--- config.mk ---
export PLATFORM = sky130hd
export DESIGN_NAME = conv_result_writer
export DESIGN_NICKNAME = d
export VERILOG_FILES = /design/src/rtl/conv_pkg.sv /design/src/rtl/conv_frame_ram.sv /design/src/rtl/conv_result_writer.sv
export SDC_FILE = /design/constraint.sdc
export NUM_CORES = 2
export LEC_CHECK = 0
export CAP_MARGIN = 10
export CELL_PAD_IN_SITES_DETAIL_PLACEMENT = 0
export CELL_PAD_IN_SITES_GLOBAL_PLACEMENT = 1
export CORE_UTILIZATION = 56
export DETAILED_ROUTE_END_ITERATION = 8
export PLACE_DENSITY_LB_ADDON = 0.1
export SYNTH_ARGS = -nofsm -noshare
export SYNTH_HDL_FRONTEND = slang
export SYNTH_SLANG_ARGS = --single-unit
--- constraint.sdc ---
create_clock -name clk -period 6.03 [get_ports clk]
set_input_delay 0.9045 -clock clk [delete_from_list [all_inputs] [get_ports clk]]
set_output_delay 0.9045 -clock clk [all_outputs]
set_load 0.02 [all_outputs]
--- src/rtl/conv_pkg.sv ---
// Shared definitions for the 3x3 convolution stream: frame geometry, data widths,
// writer FSM states and the pixel saturation helper used by front end and sink.
package conv_pkg;

    localparam int OUT_ROWS    = 23;
    localparam int OUT_COLS    = 30;
    localparam int IN_W        = 12;
    localparam int PIX_W       = 4;
    localparam int FRAME_BEATS = OUT_ROWS * OUT_COLS;
    localparam int ADDR_W      = $clog2(FRAME_BEATS);
    localparam int ROW_W       = $clog2(OUT_ROWS);
    localparam int COL_W       = $clog2(OUT_COLS);

    localparam logic signed [IN_W:0] PIX_MAX_EXT = (IN_W+1)'(2**PIX_W - 1);

    typedef enum logic [1:0] {
        IDLE  = 2'd0,
        WRITE = 2'd1,
        DONE  = 2'd2
    } wr_state_e;

    // One extra magnitude bit so that negating the most negative input cannot overflow.
    function automatic logic [PIX_W-1:0] sat_pix(input logic signed [IN_W-1:0] v,
                                                input logic abs_en);
        logic signed [IN_W:0] mag;
        mag = {v[IN_W-1], v};
        if (abs_en && mag[IN_W]) mag = -mag;
        if (mag[IN_W])                sat_pix = '0;
        else if (mag > PIX_MAX_EXT)   sat_pix = '1;
        else                          sat_pix = mag[PIX_W-1:0];
    endfunction

endpackage

--- src/rtl/conv_frame_ram.sv ---
// Result frame buffer: one write port, one registered read port (read-before-write),
// FRAME_BEATS entries of PIX_W bits addressed by row*OUT_COLS+col.
module conv_frame_ram
    import conv_pkg::*;
(
    input  logic              clk,
    input  logic              rst_n,
    input  logic              wr_en,
    input  logic [ADDR_W-1:0] wr_addr,
    input  logic [PIX_W-1:0]  wr_data,
    input  logic              rd_en,
    input  logic              rd_zero,
    input  logic [ADDR_W-1:0] rd_addr,
    output logic [PIX_W-1:0]  rd_data
);

    logic [PIX_W-1:0] mem [FRAME_BEATS];
    logic [PIX_W-1:0] rd_data_q, rd_data_d;

    // NOTE: the storage array has no reset so it maps onto plain RAM; only the output register is reset.
    always_ff @(posedge clk) begin
        if (wr_en) mem[wr_addr] <= wr_data;
    end

    always_comb begin
        rd_data_d = rd_data_q;
        if (rd_en) rd_data_d = rd_zero ? '0 : mem[rd_addr];
    end

    // NOTE: non-blocking assignments here mean a same-cycle write is seen only on the next read.
    always_ff @(posedge clk or negedge rst_n) begin
        if (!rst_n) rd_data_q <= '0;
        else        rd_data_q <= rd_data_d;
    end

    assign rd_data = rd_data_q;

endmodule

--- src/rtl/conv_result_writer.sv ---
// Sink of the convolution stream: saturates each result to a pixel and stores a raster frame.
// Define CONV_WR_ABS_EN to store min(|in_data|, 2^PIX_W-1) (edge-magnitude mode) instead of clamping.
module conv_result_writer
    import conv_pkg::*;
(
    input  logic             clk,
    input  logic             rst_n,
    input  logic             start,
    input  logic             in_valid,
    output logic             in_ready,
    input  logic [IN_W-1:0]  in_data,
    input  logic             rd_en,
    input  logic [4:0]       rd_row,
    input  logic [4:0]       rd_col,
    output logic [PIX_W-1:0] rd_data,
    output logic             rd_valid,
    output logic             rd_err,
    output logic             busy,
    output logic             frame_done,
    output logic             frame_ready
);

`ifdef CONV_WR_ABS_EN
    localparam logic ABS_MODE = 1'b1;
`else
    localparam logic ABS_MODE = 1'b0;
`endif

    localparam logic [ROW_W-1:0] LAST_ROW = ROW_W'(OUT_ROWS - 1);
    localparam logic [COL_W-1:0] LAST_COL = COL_W'(OUT_COLS - 1);

    wr_state_e        state_q, state_d;
    logic [ROW_W-1:0] row_q, row_d;
    logic [COL_W-1:0] col_q, col_d;
    logic             frame_done_q, frame_done_d;
    logic             rd_valid_q, rd_valid_d;
    logic             rd_err_q, rd_err_d;
    logic             wr_en;
    logic             rd_oob;
    logic [ADDR_W-1:0] wr_addr, rd_addr;
    logic [PIX_W-1:0]  wr_pix;

    assign wr_pix  = sat_pix(in_data, ABS_MODE);
    assign wr_addr = ADDR_W'(row_q) * ADDR_W'(OUT_COLS) + ADDR_W'(col_q);
    assign rd_addr = ADDR_W'(rd_row) * ADDR_W'(OUT_COLS) + ADDR_W'(rd_col);
    assign rd_oob  = (rd_row >= 5'(OUT_ROWS)) || (rd_col >= 5'(OUT_COLS));

    // NOTE: every output of this block gets a default first, so no path can infer a latch.
    always_comb begin
        state_d      = state_q;
        row_d        = row_q;
        col_d        = col_q;
        frame_done_d = 1'b0;
        wr_en        = 1'b0;
        case (state_q)
            IDLE, DONE: begin
                if (start) begin
                    state_d = WRITE;
                    row_d   = '0;
                    col_d   = '0;
                end
            end
            WRITE: begin
                if (start) begin
                    row_d = '0;
                    col_d = '0;
                end else if (in_valid) begin
                    wr_en = 1'b1;
                    if (col_q == LAST_COL) begin
                        col_d = '0;
                        if (row_q == LAST_ROW) begin
                            row_d        = '0;
                            state_d      = DONE;
                            frame_done_d = 1'b1;
                        end else begin
                            row_d = row_q + ROW_W'(1);
                        end
                    end else begin
                        col_d = col_q + COL_W'(1);
                    end
                end
            end
            default: state_d = IDLE;
        endcase
    end

    // rd_err is held alongside rd_data when no read is issued.
    always_comb begin
        rd_valid_d = rd_en;
        rd_err_d   = rd_en ? rd_oob : rd_err_q;
    end

    always_ff @(posedge clk or negedge rst_n) begin
        if (!rst_n) begin
            state_q      <= IDLE;
            row_q        <= '0;
            col_q        <= '0;
            frame_done_q <= 1'b0;
            rd_valid_q   <= 1'b0;
            rd_err_q     <= 1'b0;
        end else begin
            state_q      <= state_d;
            row_q        <= row_d;
            col_q        <= col_d;
            frame_done_q <= frame_done_d;
            rd_valid_q   <= rd_valid_d;
            rd_err_q     <= rd_err_d;
        end
    end

    conv_frame_ram u_ram (
        .clk     (clk),
        .rst_n   (rst_n),
        .wr_en   (wr_en),
        .wr_addr (wr_addr),
        .wr_data (wr_pix),
        .rd_en   (rd_en),
        .rd_zero (rd_oob),
        .rd_addr (rd_addr),
        .rd_data (rd_data)
    );

    assign in_ready    = (state_q == WRITE);
    assign busy        = (state_q == WRITE);
    assign frame_ready = (state_q == DONE);
    assign frame_done  = frame_done_q;
    assign rd_valid    = rd_valid_q;
    assign rd_err      = rd_err_q;

endmodule

==> run metrics <==
vias in the first global route=58.32k; Syn Area/Cell=around 20 µm²; met3 routed WL=30.98 mm; critical path arrival=approximately 6 ns; switching pwr=12510 µW; Die Y-Extent=~450 µm; minimum clock period=between 5 and 6 ns; status=finished, final reports clean; register area=roughly 83000 µm²; Pint=approximately 34000 µW; Adder-Cell Fraction of Synth Area=less than 1%; Rel. slew slack=under 10%; Worst Clk Skew=0.06463 ns; Gate power share=between 10% and 20%; Synth Register Bits=about 2.8k; metal2 WL=146.1 mm; Synth area leader=edfxtp_1; flop-to-flop setup slack=between 0.6 and 0.7 ns; Starting Density=56.50%; # IOs=37; Remaining DRCs=0; post-DR wirelength/cell=35.71 µm; Hold Vio Cnt, Final=0; total of max-cap violations=0; RSZ-0062 raised after global routing=false; CTS Hold Buffers Added=0; cts bufs inserted=300; area delta synth->final=12.64%; GR Util All Layers=between 30% and 40%; Synth Area in Simple Gates=under 10%; Worst Setup End Kind=flip-flop; top post-synthesis cells by area=edfxtp_1, mux4_2, nor2_1; Synth Flop Type=edfxtp_1; Worst R2R Path Depth=14; total negative slack=0 ns; Worst setup startpoint=row_q[0]; fin. max-slew vios=0; final global-route overflow total=0; most frequent cells in the layout=edfxtp_1, nor2_1, mux4_2; filler instances=between 10k and 15k; final cycle utilization of the critical path=89.89%; CP Class=flip-flop to flip-flop; root buf cell=clkbuf_16; die area=roughly 200000 µm²; fraction of synthesized cell area in xor and xnor cells=less than 1%; Core ar.=between 150000 and 200000 µm²; top cell type's share of synthesized area=74.15%; measured slew at the worst slew-check pin=between 1 and 1.5 ns; Reg clk slew, reported paths=roughly 0.070 ns; first-pass GRT wire length=~450 mm; Syn Inst Count=5698; Flop pwr share=a little under half; compound-gate portion of the synthesized area=between 2 and 2.5%; Vias/cell=6.703; Seq/Total Area, Yosys=between 70% and 80%; CTS tree=done; Synth cell types=80; Post-synth EDFFs=around 2.8k; r2r endpoint=u_ram.mem[514][1]; total power=around 47000 µW; share of layout cells above drive strength 1=23.75%; initial antenna violation count=18; DRT Pass-1 Iters=6; HP Class=primary input to asynchronous set/reset pin; detailed-placement wirelength estimate=about 200 mm; peak supply drop=0.3070 mV; largest net degree at the start of global routing=approximately 230; most common library cell in the layout ignoring fill and taps=edfxtp_1; H-tree levels=5; row cnt=between 150 and 200; Startpoint Class=flip-flop; Clk pwr share=37.8%; Syn Std Cell Area=approximately 110000 µm²; uppermost layer routed=met5; Multi-input gate area=approximately 26000 µm²; R2R Path Start=row_q[0]; wire length on met1=121.9 mm; synth warn=0; clock sink count=2779; Die Width=~450 µm; via count=just under 60k; fmax=~180 MHz; Post-Route WL=about 310 mm; Async SR Flop Fraction=less than 1%; Sw Ratio=roughly a quarter; Layout Nets=just over 6k; Syn Nets=just under 6k; initial DRC count=between 8k and 9k; Final Setup Violations=0; Worst EP required=about 6.6 ns; Worst-Skew Late Latency=around 0.95 ns; Port Buf Inserts=36; fin util=a little under two thirds; worst-path fanout max=32; Power Density=373.2 nW/µm²; P_leak=0.03953 µW; routability cong.=around 0.94; setup bufs post-CTS=0; post-route ant nets=0; largest family of logic cells by synthesized area=multiplexers; PostCTS Resize Cnt=0; mux cell area share after synthesis=~16%; clock buffer depth=4
[synthesized netlist by cell type (all sizes together) (10+ instances only)]
library cell,instances
a32oi,10
a311oi,12
a22oi,36
a31oi,16
xor2,10
ha,41
o21ai,66
nor2b,18
edfxtp,2760
inv,37
dfrtp,19
nand4,28
clkbuf,178
fa,15
o22ai,14
mux2i,164
o211ai,10
nand3,46
mux4,701
a221oi,49
nor2,750
a2111oi,11
a211oi,30
xnor2,20
nor3,28
nand2,233
a21oi,63
buf,206
[critical path: stages, from the launching register on]
cell and delay (ns):
dfrtp_1 0.50, fa_1 0.64, xor2_1 0.27, ha_1 0.31
ha_1 0.28, a31o_2 0.25, a21oi_1 0.24, o21bai_1 0.10
a21oi_1 0.17, xor2_1 0.25, xor2_1 0.74, nor2_1 0.36
nand3b_1 0.19, buf_4 0.42, nor2_1 0.25
[metrics by stage]
step,area (µm²),instances,hold WS (ns),setup WS [ns]
2_1_floorplan,111800,5698,0.4553,-2.729
3_3_place_gp,116600,8296,0.4830,0.02252
3_5_place_dp,116600,8296,0.4949,0.03483
6_report,125900,8805,0.3193,0.6099
4_1_cts,125900,8799,0.2877,0.6876
5_1_grt,125900,8801,0.3394,0.3346
[cell type report]
cell class | instances | share of cell area [%]
antenna | 6 | 0.01192
tap | 2640 | 2.623
clock buffer | 367 | 6.230
multi-input combinational | 2497 | 20.93
inverter | 38 | 0.1153
clock inverter | 136 | 1.142
sequential | 2779 | 66.20
timing repair buffer | 342 | 2.751
[worst max path at each step]
stage                        end  slack (ns)  depth (start not counted)
2_1_floorplan    u_ram.mem[0][0]       -2.73                          3
4_1_cts        u_ram.mem[514][3]        0.69                         14
3_5_place_dp    u_ram.rd_data[0]        0.03                         15
5_1_grt        u_ram.mem[514][3]        0.33                         14
6_report       u_ram.mem[514][1]        0.61                         14
3_3_place_gp    u_ram.rd_data[0]        0.02                         15
[state kept, by name, indices dropped and copies added, names as in the netlist]
register / count
row_q: 5
state_q: 2
rd_valid: 1
u_ram.mem: 2760
frame_done: 1
col_q: 5
u_ram.rd_data: 4
rd_err: 1
[per-layer routing]
| layer | GRT usage [%] | up-vias |
|---|---|---|
| met3 | 5.784 | 632 |
| met1 | 45.26 | 31250 |
| met2 | 47.94 | 3439 |
| met5 | 0 | - |
| met4 | 13.59 | 6 |
| li1 | - | 23700 |
[power groups by stage]
stage                     registers [µW]  logic (µW)  clock network, µW
after floorplan                    21800        4030                  0
after global routing               21300        8080              18600
after global placement             21800        7660                  0
final                              21400        7860              17800
after detailed placement           21800        7700                  0
after CTS                          21400        7740              17900
[cell families (layout without fill, tap and decap cells)]
| family | Yosys count | count (layout) |
|---|---|---|
| muxes | 869 | 869 |
| and+or+nand+nor | 1152 | 1152 |
| buffers and inverters | 422 | 883 |
| DFF | 2779 | 2779 |
| other | 0 | 6 |
| adders and majority gates | 56 | 56 |
| AOI/OAI and AO/OA | 389 | 389 |
| xor gates and xnor gates | 31 | 31 |
No activity file was read; power rests on OpenSTA's default activity.
